`src/rtl/systolic_tile_engine.sv`:
```
`timescale 1ns/1ps
// systolic_tile_engine: N_MACS-lane MAC tile, K beats per tile, skewed (mode 0) or broadcast (mode 1) dataflow.
// Latency: result valid S+2 cycles after last input accept (S = N_MACS-1 skewed, 0 broadcast); cfg_k==0 -> 1 cycle after start.
// Backpressure: in_ready high only in RUN; out_valid/out_acc hold until out_ready. Define TILE_SAT_EN for saturating lanes.
module systolic_tile_engine #(
    parameter int W      = 8,
    parameter int ACC_W  = 24,
    parameter int N_MACS = 4,
    parameter int K_MAX  = 64
) (
    input  logic                         clk,
    input  logic                         rst,
    input  logic                         start,
    input  logic [$clog2(K_MAX+1)-1:0]   cfg_k,
    input  logic                         cfg_mode,
    input  logic                         in_valid,
    output logic                         in_ready,
    input  logic [W-1:0]                 in_a,
    input  logic [N_MACS*W-1:0]          in_w,
    output logic                         out_valid,
    input  logic                         out_ready,
    output logic [N_MACS*ACC_W-1:0]      out_acc,
    output logic [N_MACS-1:0]            sat_flag,
    output logic                         busy,
    output logic                         done
);

    localparam int KW = $clog2(K_MAX + 1);
    localparam int FW = $clog2(N_MACS + 1);
    localparam logic [FW-1:0] S_SKEW = FW'(N_MACS - 1);

    typedef enum logic [1:0] {IDLE, RUN, FLUSH, OUT} state_t;

    state_t        state;
    logic [KW-1:0] cnt;
    logic [KW-1:0] k_q;
    logic          mode_q;
    logic [FW-1:0] fcnt;

    logic          fire;
    logic          start_acc;
    logic [KW-1:0] cnt_nxt;

    assign fire      = in_valid & in_ready;
    assign start_acc = start & (state == IDLE);
    assign cnt_nxt   = cnt + KW'(1);
    assign busy      = (state != IDLE);
    // done marks the handshake cycle itself, so the next start lands one cycle later
    assign done      = out_valid & out_ready;

    // Tile sequencing: beat counting, flush drain timing, result presentation
    always_ff @(posedge clk or negedge rst) begin
        if (!rst) begin
            state     <= IDLE;
            in_ready  <= 1'b0;
            out_valid <= 1'b0;
            cnt       <= '0;
            k_q       <= '0;
            mode_q    <= 1'b0;
            fcnt      <= '0;
        end else begin
            case (state)
                IDLE: begin
                    if (start) begin
                        k_q    <= cfg_k;
                        mode_q <= cfg_mode;
                        cnt    <= '0;
                        if (cfg_k == '0) begin
                            state     <= OUT;
                            out_valid <= 1'b1;
                        end else begin
                            state    <= RUN;
                            in_ready <= 1'b1;
                        end
                    end
                end
                RUN: begin
                    if (fire) begin
                        cnt <= cnt_nxt;
                        if (cnt_nxt == k_q) begin
                            state    <= FLUSH;
                            in_ready <= 1'b0;
                            fcnt     <= mode_q ? '0 : S_SKEW;
                        end
                    end
                end
                FLUSH: begin
                    // wait until the deepest lane has folded its last product in
                    if (fcnt == '0) begin
                        state     <= OUT;
                        out_valid <= 1'b1;
                    end else begin
                        fcnt <= fcnt - FW'(1);
                    end
                end
                OUT: begin
                    if (out_ready) begin
                        state     <= IDLE;
                        out_valid <= 1'b0;
                    end
                end
                default: state <= IDLE;
            endcase
        end
    end

    for (genvar i = 0; i < N_MACS; i++) begin : g_lane
        logic signed [W-1:0]       tap_a;
        logic signed [W-1:0]       tap_w;
        logic                      tap_v;
        logic signed [W-1:0]       lane_w;
        logic signed [2*W-1:0]     ax;
        logic signed [2*W-1:0]     wx;
        logic signed [2*W-1:0]     prod;
        logic                      prod_v;
        logic signed [ACC_W-1:0]   prod_ext;
        logic signed [ACC_W-1:0]   acc;

        assign lane_w = in_w[i*W +: W];

        if (i == 0) begin : g_nodly
            assign tap_v = fire;
            assign tap_a = in_a;
            assign tap_w = lane_w;
        end else begin : g_dly
            logic signed [W-1:0] da [0:i-1];
            logic signed [W-1:0] dw [0:i-1];
            logic [i-1:0]        dv;

            // Skew line: lane i sees each beat i cycles late; bubbles travel as dv=0
            always_ff @(posedge clk or negedge rst) begin
                if (!rst) begin
                    dv <= '0;
                    for (int j = 0; j < i; j++) begin
                        da[j] <= '0;
                        dw[j] <= '0;
                    end
                end else if (start_acc) begin
                    dv <= '0;
                end else begin
                    dv[0] <= fire;
                    da[0] <= in_a;
                    dw[0] <= lane_w;
                    for (int j = 1; j < i; j++) begin
                        dv[j] <= dv[j-1];
                        da[j] <= da[j-1];
                        dw[j] <= dw[j-1];
                    end
                end
            end

            assign tap_v = mode_q ? fire   : dv[i-1];
            assign tap_a = mode_q ? in_a   : da[i-1];
            assign tap_w = mode_q ? lane_w : dw[i-1];
        end

        assign ax       = {{W{tap_a[W-1]}}, tap_a};
        assign wx       = {{W{tap_w[W-1]}}, tap_w};
        assign prod_ext = ACC_W'(prod);

        // Registered multiply stage
        always_ff @(posedge clk or negedge rst) begin
            if (!rst) begin
                prod   <= '0;
                prod_v <= 1'b0;
            end else if (start_acc) begin
                prod_v <= 1'b0;
            end else begin
                prod   <= ax * wx;
                prod_v <= tap_v;
            end
        end

`ifdef TILE_SAT_EN
        localparam logic signed [ACC_W-1:0] ACC_MAX = {1'b0, {(ACC_W-1){1'b1}}};
        localparam logic signed [ACC_W-1:0] ACC_MIN = {1'b1, {(ACC_W-1){1'b0}}};
        logic signed [ACC_W:0] sum;
        logic                  sat;

        assign sum = (ACC_W+1)'(acc) + (ACC_W+1)'(prod_ext);

        // Saturating accumulate; the top two sum bits disagree exactly on overflow
        always_ff @(posedge clk or negedge rst) begin
            if (!rst) begin
                acc <= '0;
                sat <= 1'b0;
            end else if (start_acc) begin
                acc <= '0;
                sat <= 1'b0;
            end else if (prod_v) begin
                if (sum[ACC_W] != sum[ACC_W-1]) begin
                    acc <= sum[ACC_W] ? ACC_MIN : ACC_MAX;
                    sat <= 1'b1;
                end else begin
                    acc <= sum[ACC_W-1:0];
                end
            end
        end

        assign sat_flag[i] = sat;
`else
        // Wrapping accumulate
        always_ff @(posedge clk or negedge rst) begin
            if (!rst) begin
                acc <= '0;
            end else if (start_acc) begin
                acc <= '0;
            end else if (prod_v) begin
                acc <= acc + prod_ext;
            end
        end
`endif

        assign out_acc[i*ACC_W +: ACC_W] = acc;
    end

`ifndef TILE_SAT_EN
    assign sat_flag = '0;
`endif

endmodule

```
`config.mk`:
```
export PLATFORM = sky130hd
export DESIGN_NAME = systolic_tile_engine
export DESIGN_NICKNAME = d
export VERILOG_FILES = /design/src/rtl/systolic_tile_engine.sv
export SDC_FILE = /design/constraint.sdc
export NUM_CORES = 1
export LEC_CHECK = 0
export CORE_UTILIZATION = 66
export CTS_CLUSTER_SIZE = 16
export DETAILED_ROUTE_END_ITERATION = 6
export GPL_ROUTABILITY_DRIVEN = 0
export PLACE_DENSITY = 0.88
export SYNTH_ARGS = -nofsm -noshare
export SYNTH_HDL_FRONTEND = slang
export SYNTH_SLANG_ARGS = --single-unit
```
`constraint.sdc`:
```
create_clock -name clk -period 11 [get_ports clk]
set_clock_uncertainty 0.05 [all_clocks]
set_input_delay 3.3 -clock clk [delete_from_list [all_inputs] [get_ports clk]]
set_output_delay 3.3 -clock clk [all_outputs]
set_load 0.02 [all_outputs]
```
Word-level counts from Yosys, hierarchy flattened
Index checks and enable logic that the tools add are counted.

Bits in registers: 263. Input port bits: 53.

Add/sub/neg operators: 6. Eq/ne operators: 12. Muxes and demuxes: 48. Bitwise logic cells: 3. Multiply operators: 4. Reduce and logical (&&, ||, !) cells: 17.

Operators with widths (count): $mux 24 (8); $add 24x16->24 (4); $mul 8x8->16 (4); $mux 8 (6); $mux 2 (8); $mux 1 (15); $reduce_and 5->1 (3); $mux 7 (2); $ne 2x2->1 const B (7); $pmux 7 s2 (1); $reduce_bool 2->1 (7); $mux 3 (4); $pmux 2 s4 (1); $add 7x1->7 const B (1); $eq 7x7->1 (1); $logic_not 7->1 (1); $pmux 3 s2 (1); $eq 2x2->1 const B (2); $reduce_and 4->1 (1); $and 1x1->1 (3); $logic_not 3->1 (1); $pmux 1 s3 (1); $reduce_and 3->1 (1); $reduce_bool 3->1 (1); 6 further kinds (6).

Depth between registers and ports, before layout
Depth after elaboration: 5. Depth in mapped cells: 24. Gate-level depth less buffers: 21.

Worst setup path before layout
No wires, ideal clock.

Path type: input port to flip-flop. From: input in_a[1]. To: register g_lane[2].prod[14]. Setup time: 0.120 ns. Arrival time: 7.701 ns. Buffers on the path: 1. Path slack: 3.129 ns. Stages: 19. Cell sequence: clkbuf_1 mux2i_1 or2_2 fa_1 fa_1 inv_1 fa_1 inv_1 fa_1 inv_1 ha_1 o21ai_0 a21boi_0 o21ai_0 a21boi_0 o21ai_0 a211oi_1 or3_1 a31o_2.

Cells in the longest elaborated chain, start to end: 2.

RTL lines: from (decl) (line 18) `input logic [W-1:0] in_a,`; $mux 8 (line 153) `assign tap_a = mode_q ? in_a : da[i-1];`; $mul 8x8->16 (line 169) `prod <= ax * wx;`; to (signal assigned) (line 169); to (decl) (line 114) `logic signed [2*W-1:0] prod;`.

Every way passes these cells. A chain may end at the register's enable or synchronous reset.

Worst setup path in the final report
From: input in_a[6]. To: register g_lane[2].prod[14].

The elaborated chain is that of the path after synthesis.

==> metrics.md <==
| Metric | Value |
|---|---|
| Die X | 195 um |
| Post-synthesis xor/xnor area fraction | 5.02% |
| DR top layer | met4 |
| Status | finished clean |
| Core area | 36600 um2 |
| Cell Rows | 70 |
| H-Tree Level Count | 1 |
| Worst-path fanout max | 12 |
| Period utilization | 79.3% |
| Syn-to-layout area delta | 11.9% |
| FF-to-FF path depth | 20 |
| First-pass GRT wire length | 97.2 mm |
| Die area | 38100 um2 |
| Worst EP arrival | 9.14 ns |
| DR WL met3 | 3.07 mm |
| Worst min-delay path endpoint | g_lane[2].g_dly.dw[7] |
| Placed Cells | 3323 |
| Boundary Pins | 157 |
| Vias | 19.9k |
| DRT Pass-1 Iters | 5 |
| Clock sink count | 260 |
| Syn Std Cell Area | 24600 um2 |
| Final ANT Viol Nets | 0 |
| Sequential area share after synthesis | 26.4% |
| Class of the worst hold path | flip-flop to flip-flop |
| Largest family of logic cells by synthesized area | adder cells |
| Max_cap viols | 0 |
| Synth Area in Adders | 29.2% |
| Share of layout cells above drive strength 1 | 4.26% |
| Hold slack final | 0.415 ns |
| Setup TNS | 0 ns |
| Routed wire per std cell | 17.1 um |
| Slew Limit Fails | 0 |
| GRT overflow | 0 |
| Placed wire-length estimate | 42.9 mm |
| Fin. Hold Viols | 0 |
| Cts repair resizes | 0 |
| CTS tree | built |
| Simple-gate share of the synthesized area | 17.4% |
| CTS clk-pin slew, worst paths | 0.06 ns |
| Cts hold-fix bufs | 0 |
| DR WL met2 | 29.1 mm |
| Total wire length | 57.7 mm |
| Residual DRC | 0 |
| EDFF count, synth | 0 |
| Min Tclk post-route | 8.72 ns |
| Die Ht | 195 um |
| RSZ-0062 raised after global routing | false |
| Via/cell ratio | 5.87 |
| Largest net degree at the start of global routing | 202 |
| CP Capture Type | flip-flop |
| Post-CTS Setup Inserts | 0 |
| Number of global-route vias before repair | 20.5k |
| Hold path cells | 2 |
| Mux cell area share after synthesis | 4.72% |
| Number of distinct library cells after synthesis | 77 |
| Initial antenna violation count | 6 |
| Synthesized area per cell | 8.87 um2 |
| Tightest Pin Transition | 1.19 ns |
| Compound-Gate Fraction of Synth Area | 10.4% |
| Starting density of the core | 67.2% |
| Layout Utilization | 75.2% |
| Slew HR | 20.4% |
| Root buffer cell | clkbuf_16 |
| CTS Buf Count | 30 |
| R2R Setup Slk | 4.51 ns |
| Critical path class | input pin to flip-flop |
| Reg-to-Reg End | g_lane[2].prod[14] |
| Initial DRC Count | 1470 |
| Fmax | 115 MHz |
| Clk_lat worst skew | 0.58 ns |
| Predominant post-synthesis flop cell | dfrtp_1 |
| Met1 WL | 23.4 mm |
| CP required | 11.42 ns |
| Reg2reg start | mode_q |
| Port Buf Inserts | 152 |
| FF+latch count, synth | 260 |
| Max clock buf depth | 3 |
| Final #Nets | 3379 |
| Non-filler cells, final | 3383 |
| Setup violators final | 0 |
| GRT Util Overall | 31.0% |
| Async SR Flop Fraction | 100% |
| CP Launch Type | input pin |
| Hold_sp | g_lane[2].g_dly.dw[7] |
| YS warnings | 0 |
| Mapped Cells | 2774 |
## worst max-delay path, stage by stage
cell and delay, ns:
clkdlybuf4s50_1 0.71, mux2i_1 0.70, nor2_1 0.16, fa_1 0.56, inv_1 0.05, fa_1 0.50, inv_1 0.05, fa_1 0.53
inv_1 0.05, fa_1 0.48, inv_1 0.04, ha_1 0.31, o21ai_0 0.13, a21boi_0 0.26, o21ai_0 0.14, a21boi_0 0.29
o21ai_0 0.16, a211oi_1 0.29, o21ai_0 0.15, a31o_2 0.25
## synthesized netlist by cell type, types with 4 or more instances
| cell type | count | area share (%) |
|---|---|---|
| nor4_1 | 4 | 0.10 |
| xnor2_1 | 93 | 3.3 |
| o21ai_1 | 6 | 0.12 |
| o21a_1 | 12 | 0.37 |
| nand4b_1 | 5 | 0.18 |
| clkbuf_1 | 64 | 0.98 |
| or3_1 | 10 | 0.25 |
| and2_1 | 49 | 1.2 |
| o21bai_1 | 7 | 0.21 |
| buf_4 | 4 | 0.12 |
| buf_1 | 13 | 0.20 |
| nor2_1 | 320 | 4.9 |
| nand3b_1 | 7 | 0.21 |
| inv_1 | 366 | 5.6 |
| mux2i_1 | 115 | 4.7 |
| nand2_1 | 394 | 6.0 |
| a31oi_1 | 12 | 0.31 |
| nor2b_1 | 38 | 0.97 |
| a211oi_1 | 18 | 0.55 |
| dfrtp_1 | 260 | 26 |
| a21boi_0 | 8 | 0.24 |
| nor3b_1 | 8 | 0.24 |
| nand3_1 | 25 | 0.51 |
| or2_2 | 41 | 1.0 |
| a211o_1 | 6 | 0.21 |
| o21ai_0 | 79 | 1.6 |
| ha_1 | 215 | 11 |
| nand4_1 | 4 | 0.10 |
| o41ai_1 | 5 | 0.18 |
| a21oi_1 | 139 | 2.8 |
| nand2b_1 | 13 | 0.33 |
| a31o_2 | 6 | 0.21 |
| and3_1 | 11 | 0.28 |
| o31ai_1 | 8 | 0.24 |
| nor3_1 | 33 | 0.67 |
| fa_1 | 224 | 18 |
| a21o_1 | 37 | 1.1 |
| xor2_1 | 48 | 1.7 |
| o22ai_1 | 4 | 0.10 |
| o211ai_1 | 6 | 0.18 |
## cells by family (layout without fill, tap and decap cells)
group / Yosys count / after routing
buffers and inverters: 448 / 579
xor gates and xnor gates: 141 / 141
adders and majority gates: 439 / 439
DFF: 260 / 260
muxes: 116 / 116
other: 1 / 11
and+or+nand+nor: 971 / 971
AOI/OAI and AO/OA: 398 / 398
## cells in the final DEF, fill, tap and decap left out, types with 48 or more instances in the layout
cell type | synthesis | layout
nand2_1 | 394 | 393
inv_1 | 366 | 366
nor2_1 | 320 | 320
dfrtp_1 | 260 | 259
fa_1 | 224 | 224
ha_1 | 215 | 215
clkdlybuf4s50_1 | 0 | 151
a21oi_1 | 139 | 139
mux2i_1 | 115 | 115
xnor2_1 | 93 | 93
o21ai_0 | 79 | 79
and2_1 | 49 | 48
xor2_1 | 48 | 48
## stage by stage
stage,worst slack (ns),cell area (um2)
after floorplan,3.13,24600
after global placement,2.08,26500
after detailed placement,1.82,26500
after CTS,2.39,27500
after global routing,1.96,27500
final,2.28,27500
## sequential cells by signal, summed over array words and instances (netlist names), 2 cells and up
| signal | flops |
|---|---|
| g_lane.acc | 96 |
| g_lane.prod | 64 |
| g_lane.g_dly.dw | 48 |
| g_lane.g_dly.da | 24 |
| cnt | 7 |
| k_q | 7 |
| fcnt | 3 |
| g_lane.prod_v | 3 |
| g_lane.g_dly.dv | 3 |
| state | 2 |
## routing by layer
| layer | up-vias | track usage (%) |
|---|---|---|
| met4 | 0 | 11.4 |
| met2 | 658 | 54.3 |
| met5 | - | 0 |
| met3 | 164 | 3.54 |
| met1 | 9797 | 39.6 |
| li1 | 9232 | - |
## layout make-up
class,instances,area (um2)
antenna,7,17.5
clock buffer,36,845
clock inverter,17,176
fill,2430,9080
inverter,366,1370
multi-input combinational,2069,16400
sequential,260,6510
tap,468,586
timing repair buffer,160,1600
## how the worst max path moves through the flow
| stage | startpoint | slack [ns] | cells past startpoint | to |
|---|---|---|---|---|
| finish | in_a[6] | 2.28 | 20 | g_lane[2].prod[14] |
| global route | in_a[7] | 1.96 | 20 | g_lane[2].prod[14] |
| CTS | in_a[7] | 2.39 | 20 | g_lane[2].prod[14] |
| detailed placement | in_a[7] | 1.82 | 20 | g_lane[2].prod[14] |
| global placement | in_a[7] | 2.08 | 20 | g_lane[2].prod[14] |
| floorplan | in_a[1] | 3.13 | 19 | g_lane[2].prod[14] |
Power is not shown: default switching activity piles up to over one toggle a cycle in this logic, so the estimate is an artifact.
